### src/rtl/timer_interrupt_controller.sv
// Prioritised timer interrupt controller: arbitrates TIFR&TIMSK, requests the CPU, clears the flag on ack, waits for RETI.
// Optional request timeout with sticky error flag is enabled by defining TIMER_IRQ_TIMEOUT_EN.
module timer_interrupt_controller #(
  parameter logic [7:0] VECTOR_BASE = 8'h08,
  parameter int         VECTOR_STEP = 2
`ifdef TIMER_IRQ_TIMEOUT_EN
  , parameter int       ACK_TIMEOUT = 64
`endif
) (
  input  logic       sysClock,
  input  logic       rst,
  input  logic [7:0] TIFR_input,
  input  logic [7:0] TIMSK_input,
  input  logic       global_int_enable,
  input  logic       irq_ack,
  input  logic       reti,
  output logic       irq,
  output logic [7:0] irq_vector,
  output logic [7:0] TIFR_output,
  output logic       TIFR_write_enable,
  output logic       busy
`ifdef TIMER_IRQ_TIMEOUT_EN
  , output logic     timeout_err
`endif
);

  typedef enum logic [1:0] {
    IDLE    = 2'd0,
    REQ     = 2'd1,
    CLEAR   = 2'd2,
    SERVICE = 2'd3
  } state_t;

  state_t     state_q, state_d;
  logic [2:0] sel_q, sel_d;
  logic [7:0] vector_q, vector_d;
  logic [7:0] pending;
  logic [2:0] selCand;
  logic [7:0] vectorCand;

`ifdef TIMER_IRQ_TIMEOUT_EN
  logic [7:0] cnt_q, cnt_d;
  logic       err_q, err_d;
`endif

  // Ascending scan so the highest set bit is the one left in selCand.
  always_comb begin
    pending = TIFR_input & TIMSK_input;
    selCand = 3'd0;
    for (int i = 0; i < 8; i++) begin
      if (pending[i]) selCand = 3'(i);
    end
    vectorCand = 8'(int'(VECTOR_BASE) + (7 - int'(selCand)) * VECTOR_STEP);
  end

  always_comb begin
    state_d  = state_q;
    sel_d    = sel_q;
    vector_d = vector_q;
`ifdef TIMER_IRQ_TIMEOUT_EN
    cnt_d    = cnt_q;
    err_d    = err_q;
`endif
    case (state_q)
      IDLE: begin
        if (global_int_enable && (pending != 8'h00)) begin
          state_d  = REQ;
          sel_d    = selCand;
          vector_d = vectorCand;
`ifdef TIMER_IRQ_TIMEOUT_EN
          cnt_d    = 8'd0;
`endif
        end
      end
      REQ: begin
        // Ack takes precedence over both withdraw and timeout.
        if (irq_ack) begin
          state_d = CLEAR;
        end else if (!global_int_enable || !pending[sel_q]) begin
          state_d = IDLE;
        end
`ifdef TIMER_IRQ_TIMEOUT_EN
        else if (cnt_q == 8'(ACK_TIMEOUT - 1)) begin
          state_d = IDLE;
          err_d   = 1'b1;
        end else begin
          cnt_d = cnt_q + 8'd1;
        end
`endif
      end
      CLEAR: begin
        state_d = SERVICE;
      end
      SERVICE: begin
        if (reti) state_d = IDLE;
      end
      default: begin
        state_d = IDLE;
      end
    endcase
  end

  always_ff @(posedge sysClock) begin
    if (rst) begin
      state_q  <= IDLE;
      sel_q    <= 3'd0;
      vector_q <= 8'h00;
`ifdef TIMER_IRQ_TIMEOUT_EN
      cnt_q    <= 8'd0;
      err_q    <= 1'b0;
`endif
    end else begin
      state_q  <= state_d;
      sel_q    <= sel_d;
      vector_q <= vector_d;
`ifdef TIMER_IRQ_TIMEOUT_EN
      cnt_q    <= cnt_d;
      err_q    <= err_d;
`endif
    end
  end

  // Outputs decode registered state; only the clear data follows live TIFR so concurrent flags survive.
  always_comb begin
    irq               = 1'b0;
    irq_vector        = 8'h00;
    TIFR_write_enable = 1'b0;
    TIFR_output       = 8'h00;
    busy              = (state_q != IDLE);
    if (state_q == REQ) begin
      irq        = 1'b1;
      irq_vector = vector_q;
    end
    if (state_q == CLEAR) begin
      TIFR_write_enable = 1'b1;
      TIFR_output       = TIFR_input & ~(8'h01 << sel_q);
    end
  end

`ifdef TIMER_IRQ_TIMEOUT_EN
  assign timeout_err = err_q;
`endif

endmodule
### config.mk
export PLATFORM = sky130hd
export DESIGN_NAME = timer_interrupt_controller
export DESIGN_NICKNAME = d
export VERILOG_FILES = /design/src/rtl/timer_interrupt_controller.sv
export SDC_FILE = /design/constraint.sdc
export NUM_CORES = 1
export LEC_CHECK = 0
export ABC_AREA = 1
export ABC_CLOCK_PERIOD_IN_PS = 1800
export CAP_MARGIN = 20
export CORE_MARGIN = 2
export CORE_UTILIZATION = 42
export DETAILED_ROUTE_END_ITERATION = 8
export GPL_ROUTABILITY_DRIVEN = 0
export PLACE_DENSITY = 0.86
export SYNTH_ARGS = -nofsm -noshare
export SYNTH_HDL_FRONTEND = slang
export SYNTH_SLANG_ARGS = --single-unit
### constraint.sdc
create_clock -name sysClock -period 1.8 [get_ports sysClock]
set_input_delay 0.27 -clock sysClock [delete_from_list [all_inputs] [get_ports sysClock]]
set_output_delay 0.27 -clock sysClock [all_outputs]
set_load 0.03 [all_outputs]
==> run metrics, run 1 <==
hpwl dp=1.625 mm; CTS Sinks=8; Comb power frac=0.479; Synth async-reset ratio=0; number of synthesized flops with an enable pin=0; post-synthesis register bit count=8; clock tree from TritonCTS=done; clock slew seen by the registers of the worst setup and hold paths=0.06 ns; Crit. End Element=primary output; residual DRC count=0; CTS resizes=7; H-tree depth=1; largest net degree at the start of global routing=8; Total Nets Final=183; post-route setup slack=0.07598 ns; vias after detailed routing=882; Worst setup SP type=flop; Peak VDD IR=0.4346 mV; Sequential Power Share=0.318; Worst Skew=0.007587 ns; die height=46.81 µm; Post-CTS Setup Bufs=0; die area=2191 µm²; Hold Path Class=reg2reg; Core Region=1727 µm²; Ys Warns=0; drt first pass iters=4; clk root buf=clkbuf_4; Cell Rows=15; top-count cell post-synth=nand2_1; CP required=1.53 ns; Initial Util=0.4457; All-Layer GR Usage=0.1939; commonest cells in the netlist=nand2_1 (26), nor2_1 (16), inv_1 (12), a21oi_1 (10), nand2_2 (10); routed vias/inst=4.768; Crit path arrival time=1.45 ns; top-area cell type share of the netlist area=0.2081; ys flop type=dfxtp_1; period utilization=0.9578; Fmax=0.5800 GHz; Avg Inst Size Synth=6.412 µm²; number of distinct library cells after synthesis=21; critical path type=reg2out; Pint=404.5 µW; RSZ-0062 raised after global routing=false; sw power=271.2 µW; sequential-to-total area share from yosys stat=0.2081; post-synthesis instance total=120; Post-Syn Area=769.5 µm²; number of global-route vias before repair=779; chip width=46.81 µm; Static Leak=0.5591 nW; I/O pins=40; Final ANT Viol Nets=0; top cells by area, synth=dfxtp_1 (21%), nand2_1 (13%), nand2_2 (8.1%), nor2_1 (7.8%), a21oi_1 (6.5%); most frequent cell on the critical path=buf_4; slowest stage delay, CP=0.37 ns; CP Cell Sequence=bufinv_8 > nor2_4 > buf_4 > nand2_1 > a21oi_1 > buf_4; Layout area overhead=49.59%; drt total wl=1.952 mm; max-cap check violation count=0; DR iter-0 viols=17; first-pass GRT wire length=3.118 mm; clock latency on the worst-skew pair=0.26 ns; ant diodes=0; CTS buffer count=3; dpl ws=0.06729 ns; initial antenna violation count=0; setup_tns=0 ns; post-route minimum period=1.724 ns; IO Port Bufs=35; gr ovfl total=0; maximum fanout along the worst path=6; Power Dens Cells=587.1 nW/µm²; CP max-delay cell=dfxtp_1; Final Hold Viols=0; Clk network pwr share=0.203; sw frac=0.4014; clock buffer depth=2; leading area contributor after synthesis=dfxtp_1; Final setup viols=0; Final Max Slew Viols=0; Core Util, Final=0.6667; CTS Hold Bufs=0; WL/cell=10.55 µm; share of cells above drive strength 1=0.2813; status=completed
[placed cells by master, fill, tap and decap left out, drive strengths merged, types with 3 or more instances in the layout]
cell,synthesis,layout
a21oi,13,13
dfxtp,8,8
clkdlybuf4s50,0,20
nand2,39,39
dlygate4sd2,0,5
clkbuf,0,3
nand3,7,7
inv,15,15
conb,1,4
o21ai,6,6
buf,4,11
nor2,24,24
[kinds of logic after synthesis]
| kind of cell | share of synthesized area |
|---|---|
| flops | 0.2081 |
| other cells | 0.004873 |
| compound gates | 0.1382 |
| simple gates | 0.5138 |
| buf+inv | 0.1350 |
[path summary, 6_finish.rpt]
kind	endpoint	from	cells after the start	slack (ns)
max	TIFR_output[4]	flop	6	0.08
min	vector_q[4]	vector_q[4]	2	0.46
max reg2reg	state_q[0]	sel_q[0]	7	0.59
min reg2reg	vector_q[4]	vector_q[4]	2	0.46
[worst max-delay path, delay by kind of cell, from the launching register on]
family                 cells  cell delay [ns]
DFF                        1             0.37
buffers and inverters      3             0.54
and+or+nand+nor            2             0.13
AOI/OAI and AO/OA          1             0.15
[through the flow]
| step | cells | total power, mW | instance area [µm²] | hold slack [ns] |
|---|---|---|---|---|
| floorplan | 123 | 0.4326 | 780.7 | 0.3324 |
| global placement | 182 | 0.5432 | 1135 | 0.4548 |
| detailed placement | 182 | 0.5495 | 1135 | 0.4529 |
| CTS | 185 | 0.6804 | 1149 | 0.4608 |
| global route | 185 | 0.7185 | 1151 | 0.4861 |
| finish | 185 | 0.6758 | 1151 | 0.4644 |
[power by group through the flow]
stage,sequential (mW),combinational [mW],clock [mW]
finish,0.215,0.324,0.137
global route,0.217,0.354,0.148
CTS,0.214,0.325,0.141
detailed placement,0.218,0.332,0
global placement,0.216,0.327,0
floorplan,0.216,0.217,0
[metal layers]
layer / GRT usage / part of all wire
met1: 0.2331 / 0.40
met2: 0.3479 / 0.47
met3: 0.04231 / 0.12
met4: 0.05000 / 0.0097
met5: 0 / 0
[cell type report]
class                      instances  area (µm²)
fill                             166       575.6
multi-input combinational         95       516.7
timing repair buffer              38       346.6
sequential                         8       160.2
inverter                          16       73.82
tap                               25       31.28
clock buffer                       3       22.52
(Power assumes the default switching activity.)
==> run 2, diff against run 1 <==
--- a/config.mk
+++ b/config.mk
@@ -7,7 +7,7 @@
 export LEC_CHECK = 0
 export ABC_AREA = 1
 export ABC_CLOCK_PERIOD_IN_PS = 1800
-export CAP_MARGIN = 20
+export CAP_MARGIN = 30
 export CORE_MARGIN = 2
 export CORE_UTILIZATION = 42
 export DETAILED_ROUTE_END_ITERATION = 8
==> results of run 2 <==
The final DEF is identical to that of run 1; final timing and power are the same.
